[src/rtl/axi_read_only_ctrl.sv]
// AXI4 read-channel slave: turns INCR AR bursts into single-port SRAM reads through an
// arbitrated request port and returns the words on R via a 2-entry tagged FIFO.
module axi_read_only_ctrl #(
    parameter int unsigned AXI4_ADDRESS_WIDTH = 32,
    parameter int unsigned AXI4_RDATA_WIDTH   = 64,
    parameter int unsigned AXI4_ID_WIDTH      = 16,
    parameter int unsigned AXI4_USER_WIDTH    = 10,
    parameter int unsigned AXI_NUMBYTES       = AXI4_RDATA_WIDTH / 8,
    parameter int unsigned MEM_ADDR_WIDTH     = 13
) (
    input  logic                          clk,
    input  logic                          rst_n,
    input  logic [AXI4_ID_WIDTH-1:0]      ARID_i,
    input  logic [AXI4_ADDRESS_WIDTH-1:0] ARADDR_i,
    input  logic [7:0]                    ARLEN_i,
    input  logic [AXI4_USER_WIDTH-1:0]    ARUSER_i,
    input  logic                          ARVALID_i,
    output logic                          ARREADY_o,
    output logic [AXI4_ID_WIDTH-1:0]      RID_o,
    output logic [AXI4_RDATA_WIDTH-1:0]   RDATA_o,
    output logic [1:0]                    RRESP_o,
    output logic                          RLAST_o,
    output logic [AXI4_USER_WIDTH-1:0]    RUSER_o,
    output logic                          RVALID_o,
    input  logic                          RREADY_i,
    output logic                          MEM_CEN_o,
    output logic                          MEM_WEN_o,
    output logic [MEM_ADDR_WIDTH-1:0]     MEM_A_o,
    output logic [AXI4_RDATA_WIDTH-1:0]   MEM_D_o,
    output logic [AXI_NUMBYTES-1:0]       MEM_BE_o,
    input  logic [AXI4_RDATA_WIDTH-1:0]   MEM_Q_i,
    input  logic                          grant_i,
    output logic                          valid_o
);

    localparam int unsigned OFFSET_BIT = $clog2(AXI4_RDATA_WIDTH) - 3;
    localparam int unsigned TAG_W      = AXI4_ID_WIDTH + AXI4_USER_WIDTH + 1;

    typedef enum logic {StIdle = 1'b0, StBurst = 1'b1} state_e;

    state_e                        state_q, state_d;
    logic [AXI4_ID_WIDTH-1:0]      id_q;
    logic [AXI4_USER_WIDTH-1:0]    user_q;
    logic [7:0]                    len_q;
    logic [MEM_ADDR_WIDTH-1:0]     base_q;
    logic [8:0]                    count_q;
    logic                          inflight_q;
    logic [TAG_W-1:0]              tag_q;
    logic [AXI4_RDATA_WIDTH-1:0]   fifo_data_q [2];
    logic [TAG_W-1:0]              fifo_tag_q  [2];
    logic                          rd_ptr_q, wr_ptr_q;
    logic [1:0]                    fifo_cnt_q, fifo_cnt_d;

    logic ar_hs, pop, issue_ok, issue, last;
    logic unused_addr;

    assign unused_addr = ^{ARADDR_i[AXI4_ADDRESS_WIDTH-1:MEM_ADDR_WIDTH+OFFSET_BIT],
                           ARADDR_i[OFFSET_BIT-1:0]};

    assign ar_hs = (state_q == StIdle) & ARVALID_i;
    assign pop   = RVALID_o & RREADY_i;
    assign last  = (count_q == {1'b0, len_q});
    // Credits: buffered beats plus the one in flight may never exceed the FIFO depth.
    assign issue_ok = (state_q == StBurst) &
                      ((({1'b0, fifo_cnt_q} + {2'b00, inflight_q}) < 3'd2) | pop);
    assign issue = issue_ok & grant_i;

    always_comb begin
        state_d = state_q;
        unique case (state_q)
            StIdle:  if (ARVALID_i) state_d = StBurst;
            StBurst: if (issue && last) state_d = StIdle;
            default: state_d = StIdle;
        endcase
    end

    always_comb begin
        fifo_cnt_d = fifo_cnt_q;
        case ({inflight_q, pop})
            2'b10:   fifo_cnt_d = fifo_cnt_q + 2'd1;
            2'b01:   fifo_cnt_d = fifo_cnt_q - 2'd1;
            default: fifo_cnt_d = fifo_cnt_q;
        endcase
    end

    assign ARREADY_o = (state_q == StIdle);
    assign valid_o   = issue_ok;
    assign MEM_CEN_o = ~issue;
    assign MEM_WEN_o = 1'b1;
    assign MEM_A_o   = base_q + MEM_ADDR_WIDTH'(count_q);
    assign MEM_D_o   = '0;
    assign MEM_BE_o  = '1;

    assign RVALID_o = (fifo_cnt_q != 2'd0);
    assign RDATA_o  = fifo_data_q[rd_ptr_q];
    assign RID_o    = fifo_tag_q[rd_ptr_q][TAG_W-1 -: AXI4_ID_WIDTH];
    assign RUSER_o  = fifo_tag_q[rd_ptr_q][AXI4_USER_WIDTH:1];
    assign RLAST_o  = fifo_tag_q[rd_ptr_q][0];
    assign RRESP_o  = 2'b00;

    always_ff @(posedge clk or negedge rst_n) begin
        if (!rst_n) begin
            state_q        <= StIdle;
            id_q           <= '0;
            user_q         <= '0;
            len_q          <= '0;
            base_q         <= '0;
            count_q        <= '0;
            inflight_q     <= 1'b0;
            tag_q          <= '0;
            fifo_data_q[0] <= '0;
            fifo_data_q[1] <= '0;
            fifo_tag_q[0]  <= '0;
            fifo_tag_q[1]  <= '0;
            rd_ptr_q       <= 1'b0;
            wr_ptr_q       <= 1'b0;
            fifo_cnt_q     <= '0;
        end else begin
            state_q <= state_d;
            if (ar_hs) begin
                id_q    <= ARID_i;
                user_q  <= ARUSER_i;
                len_q   <= ARLEN_i;
                base_q  <= ARADDR_i[MEM_ADDR_WIDTH+OFFSET_BIT-1:OFFSET_BIT];
                count_q <= '0;
            end else if (issue) begin
                count_q <= count_q + 9'd1;
            end
            inflight_q <= issue;
            if (issue) tag_q <= {id_q, user_q, last};
            // Memory data arrives the cycle after a granted request.
            if (inflight_q) begin
                fifo_data_q[wr_ptr_q] <= MEM_Q_i;
                fifo_tag_q[wr_ptr_q]  <= tag_q;
                wr_ptr_q              <= ~wr_ptr_q;
            end
            if (pop) rd_ptr_q <= ~rd_ptr_q;
            fifo_cnt_q <= fifo_cnt_d;
        end
    end

endmodule

[config.mk]
export PLATFORM = sky130hd
export DESIGN_NAME = axi_read_only_ctrl
export DESIGN_NICKNAME = d
export VERILOG_FILES = /design/src/rtl/axi_read_only_ctrl.sv
export SDC_FILE = /design/constraint.sdc
export NUM_CORES = 1
export LEC_CHECK = 0
export ABC_AREA = 1
export BUFFER_PORTS_ARGS = -buffer_cell sky130_fd_sc_hd__buf_2
export CELL_PAD_IN_SITES_DETAIL_PLACEMENT = 2
export CELL_PAD_IN_SITES_GLOBAL_PLACEMENT = 2
export CORE_ASPECT_RATIO = 0.9
export CORE_MARGIN = 8
export CORE_UTILIZATION = 28
export DETAILED_ROUTE_END_ITERATION = 16
export PLACE_DENSITY_LB_ADDON = 0.05
export SYNTH_ARGS = -nofsm -noshare
export SYNTH_HDL_FRONTEND = slang
export SYNTH_SLANG_ARGS = --single-unit
[constraint.sdc]
create_clock -name clk -period 1.6 [get_ports clk]
set_input_delay 0.08 -clock clk [delete_from_list [all_inputs] [get_ports clk]]
set_output_delay 0.08 -clock clk [all_outputs]
set_load 0.02 [all_outputs]
**Word-level counts from Yosys, hierarchy flattened**

Index checks and enable logic that the tools add are counted.

- Shift-type cells: 0
- Eq/ne operators: 3
- $mul: 0
- Divide/modulo/power cells: 0
- Add/sub/neg operators: 5
- Magnitude comparators: 4
- Reduce and logical (&&, ||, !) cells: 5
- Bitwise logic cells: 11
- Muxes and demuxes: 18

Operators with widths:

| operator | number |
|---|---|
| $mux W64 | 4 |
| $bwmux W128 | 1 |
| $mux W27 | 4 |
| $demux W64 S1 | 1 |
| $bwmux W54 | 1 |
| $demux W27 S1 | 1 |
| $mux W9 | 2 |
| $add A13 B9 Y13 | 1 |
| $add A9 B1 Y9 const B | 1 |
| $eq A9 B8 Y1 | 1 |
| $reduce_bool A2 Y1 | 3 |
| $and A1 B1 Y1 | 4 |
| $ge A2 B2 Y1 const B | 2 |
| $not A1 Y1 | 4 |
| $not A1 Y2 | 2 |
| $pmux W2 S2 | 1 |
| $add A2 B1 Y3 | 1 |
| $lt A3 B2 Y1 const B | 1 |
| $add A2 B1 Y2 const B | 1 |
| $eq A2 B1 Y1 const B | 1 |
| $eq A2 B2 Y1 const B | 1 |
| $logic_and A1 B1 Y1 | 2 |
| $lt A2 B1 Y1 const B | 1 |
| $mux W1 | 2 |
| other kinds (3) | 3 |

- Memory bits (read-only): 0
- Latch bits: 0
- Memories kept: 0
- Register bits: 271
- Memory bits (writable): 0
- Output and inout bits: 183
- Word-level logic and storage cells: 61
- Input port bits: 135

**Longest topological paths before layout**

- Depth after elaboration: 8
- Mapped depth: 9
- Mapped depth without buffers: 9

**Worst setup path after synthesis**

OpenSTA, ideal clock, no wires.

- Path type: register to output
- From: reg count_q[0]
- To: out MEM_A_o[6]
- Buffers on the path: 0
- Arrival: 1.737 ns
- Required time: 1.520 ns
- Cell stages (with the launch flop): 8
- Path slack: -0.217 ns
- Cell sequence: dfrtp_1 -> ha_1 -> fa_1 -> nand3_1 -> nand2_1 -> nand3_1 -> nand2_1 -> xor2_1

- Word-level cells in the longest chain between the ends: 1

Ends and longest elaborated chain:

| what | RTL line | source |
|---|---|---|
| from (decl) | 46 | `logic [8:0] count_q;` |
| from (signal assigned) | 127 | `count_q <= count_q + 9'd1;` |
| $add A13 B9 Y13 | 90 | `assign MEM_A_o = base_q + MEM_ADDR_WIDTH'(count_q);` |
| to (decl) | 28 | `output logic [MEM_ADDR_WIDTH-1:0] MEM_A_o,` |

Every way passes these cells.

**Worst setup path in the final report**

- From: reg base_q[0]
- To: out MEM_A_o[6]

- Word-level cells in the longest chain between the ends: 1

Ends and longest elaborated chain:

| what | RTL line | source |
|---|---|---|
| from (decl) | 45 | `logic [MEM_ADDR_WIDTH-1:0] base_q;` |
| from (signal assigned) | 124 | `base_q <= ARADDR_i[MEM_ADDR_WIDTH+OFFSET_BIT-1:OFFSET_BIT];` |
| $add A13 B9 Y13 | 90 |  |

Every way passes these cells.

==> flow_metrics.env <==
export IMPL_setup_violations=104
export IMPL_die_area_sq_um=53300
export IMPL_crit_type="register to output port"
export IMPL_cts_root_buf="clkbuf_16"
export IMPL_htree_num_levels=2
export IMPL_grt_max_degree=83
export IMPL_fillCellCount=4774
export IMPL_first_global_vias=13300
export IMPL_worst_slack_ns=-0.598
export IMPL_max_clock_path_buffers=3
export IMPL_rsz0062_at_grt="true"
export IMPL_hp_class="input pin to async pin"
export IMPL_cts_sinks=271
export IMPL_clock_latency_ns=0.52
export IMPL_ys_ff_latch=271
export IMPL_leakage_nw=10.6
export IMPL_grt_total_usage_pct=18.7
export IMPL_crit_path_cell_trace="ha_2 > fa_2 > nand3_2 > nand2_4 > nand3_4 > nand2_4 > xor2_2 > buf_6"
export IMPL_antenna_left=0
export IMPL_finalHoldViolations=0
export IMPL_vias=11500
export IMPL_wire_per_inst_microns=19.6
export IMPL_rrSetupSlack_ns=0.06
export IMPL_dp_cells=2360
export IMPL_drtIter0Drc=465
export IMPL_max_cap_violations=0
export IMPL_drc=0
export IMPL_antenna_cells=0
export IMPL_wl_microns=50800
export IMPL_vdd_drop_max_mv=0.646
export IMPL_overflow=0
export IMPL_violations="negative setup slack"
export IMPL_critPathMaxStageDelay_ns=0.38
export IMPL_yosys_warnings=0
export IMPL_synth_top_area_cell="dfrtp_1"
export IMPL_synth_cells=1544
export IMPL_synth_top_cell_area_share_pct=52.5
export IMPL_finalCritPeriodShare_pct=137
export IMPL_die_h_microns=220
export IMPL_crit_path_end_kind="output port"
export IMPL_dp_hpwl_microns=29400
export IMPL_row_count=74
export IMPL_antenna_found_initial=0
export IMPL_synth_seq_area_share_pct=52.5
export IMPL_coreArea_sq_um=45500
export IMPL_synthTopCellsByArea="dfrtp_1, nand2_1, o21ai_0, o21ai_2, buf_4"
export IMPL_slew_viol_final=0
export IMPL_gp_congestion=0.753
export IMPL_path_common_cell="nand2_4"
export IMPL_critPathLaunchType="register"
export IMPL_first_pass_iters=4
export IMPL_drive_gt1_share_pct=39.3
export IMPL_grt_pass1_wl_microns=78800
export IMPL_die_w_microns=242
export IMPL_powerDensity_nw_per_um2=2280
export IMPL_final_nets=2108
export IMPL_syn_area_sq_um=12900
export IMPL_fin_cells=2591
export IMPL_clkSlewWorstSetupHoldPaths_ns=0.05
export IMPL_place_area_sq_um=14800
export IMPL_cts_buffers=34
export IMPL_num_io_pins=318
export IMPL_synth_cell_types=31
export IMPL_fmax_mhz=455
export IMPL_status="finished, violations left"
export IMPL_arrival_ns=2.12
export IMPL_initial_utilization_pct=28.4
export IMPL_cp_required_ns=1.52
export IMPL_fin_worst_skew_ns=0.0141
export IMPL_avgSynthCellArea_sq_um=8.36
export IMPL_stdcell_area_sq_um=20700
export IMPL_cp_slowest_cell="dfrtp_1"
export IMPL_period_minus_slack_ns=2.20
export IMPL_io_buffers=223
export IMPL_syn_to_final_growth_pct=60.2
export IMPL_cts_tree="done"
export IMPL_viasPerCell=4.42
export IMPL_crit_fanout=4
-- metrics by stage --
step / util [%] / power [W] / hold WS [ns] / setup WS (ns) / setup TNS [ns]
floorplan: - / 0.0221 / -0.216 / -0.0421 / -0.103
global placement: 32.6 / 0.0279 / -0.00967 / -0.146 / -0.830
detailed placement: 32.6 / 0.0284 / -0.0118 / -0.178 / -1.29
CTS: 44.4 / 0.0464 / 0.0404 / -0.614 / -33.87
global route: 45.5 / 0.0503 / 0.0452 / -0.692 / -31.04
finish: 45.5 / 0.0473 / 0.0391 / -0.598 / -24.60
-- final cells by class --
class                   count  area, sq um  area share, %
flip-flops and latches    271         6790           32.8
multi-input cells        1045         6700           32.4
repair buffers            460         4760           23.0
clock buffers              50         1010           4.89
well taps                 608          761           3.68
inverters                 149          574           2.78
clock inverters             8         96.3          0.466
-- flip-flops by register name (all words and copies together), names as in the netlist --
register	count
id_q	16
user_q	10
fifo_data_q	128
state_q	1
len_q	8
tag_q	27
wr_ptr_q	1
base_q	13
rd_ptr_q	1
count_q	9
fifo_cnt_q	2
inflight_q	1
fifo_tag_q	54
-- power by group --
group / total, W / internal [W] / switching (W)
clock network: 0.00771 / 0.00469 / 0.00302
registers: 0.0127 / 0.0100 / 0.00264
logic: 0.0269 / 0.0122 / 0.0147
total: 0.0473 / 0.0269 / 0.0204
-- synth_stat cells, drive strengths merged --
| cell | number |
|---|---|
| nand3 | 21 |
| buf | 122 |
| nor3 | 4 |
| xnor2 | 1 |
| nor2 | 26 |
| nand4 | 4 |
| nand2 | 617 |
| fa | 1 |
| o21ai | 255 |
| inv | 149 |
| a31oi | 1 |
| ha | 11 |
| conb | 2 |
| xor2 | 12 |
| a21oi | 12 |
| clkbuf | 30 |
| a21o | 2 |
| a211oi | 1 |
| dfrtp | 271 |
| or2 | 2 |
-- final timing paths --
| check | from | cells past startpoint | end |
|---|---|---|---|
| max reg2reg | inflight_q | 6 | fifo_data_q[80] |
| min | rst_n | 2 | fifo_data_q[39] |
| max in group asynchronous | rst_n | 4 | fifo_data_q[94] |
| min in group clk | ARADDR_i[9] | 4 | base_q[6] |
| max | base_q[0] | 8 | MEM_A_o[6] |
| min reg2reg | tag_q[24] | 2 | tag_q[24] |
-- repair_timing --
action	4_1_cts	5_1_grt
hold endpoints to repair	404	0
setup buffers	30	13
gates cloned	24	2
hold buffers	116	0
pin swaps	88	84
resized for setup	619	149
setup endpoints to repair	105	140
-- worst max-delay path, delay by kind of cell, from the launching register on --
| kind | cells | cell delay, ns |
|---|---|---|
| AND/OR/NAND/NOR | 4 | 0.34 |
| flip-flops | 1 | 0.38 |
| XOR/XNOR | 1 | 0.18 |
| adder cells (fa/ha/maj) | 2 | 0.56 |
| buffers and inverters | 1 | 0.14 |
-- kinds of logic after synthesis --
kind of cell    Yosys count  synth area share (%)
simple gates            674                  20.2
other cells               2                0.0582
xor+xnor                 13                 0.882
buf+inv                 301                  12.4
compound gates          271                  12.7
flops                   271                  52.5
fa+ha+maj                12                  1.22
-- cells in the final DEF (no fill, tap or decap), types with 37 or more instances in the layout --
master / Yosys / routed
conb_1: 2 / 75
nand2_2: 2 / 69
buf_6: 21 / 113
buf_4: 75 / 54
nand2_4: 0 / 184
o21ai_1: 46 / 50
nand2_1: 615 / 364
clkbuf_16: 0 / 37
dfrtp_1: 271 / 269
o21ai_0: 137 / 130
o21ai_2: 72 / 75
buf_2: 23 / 117
dlygate4sd3_1: 0 / 116
inv_1: 146 / 143
-- routing by layer --
metal	up-vias	share of wire, %	wire (microns)	track usage, %
li1	5486	-	-	-
met1	5716	43	21900	23.2
met2	194	52	26200	34.1
met3	68	2.7	1390	2.43
met4	0	2.6	1330	4.98
met5	-	0	0	0
(Power assumes the default switching activity.)
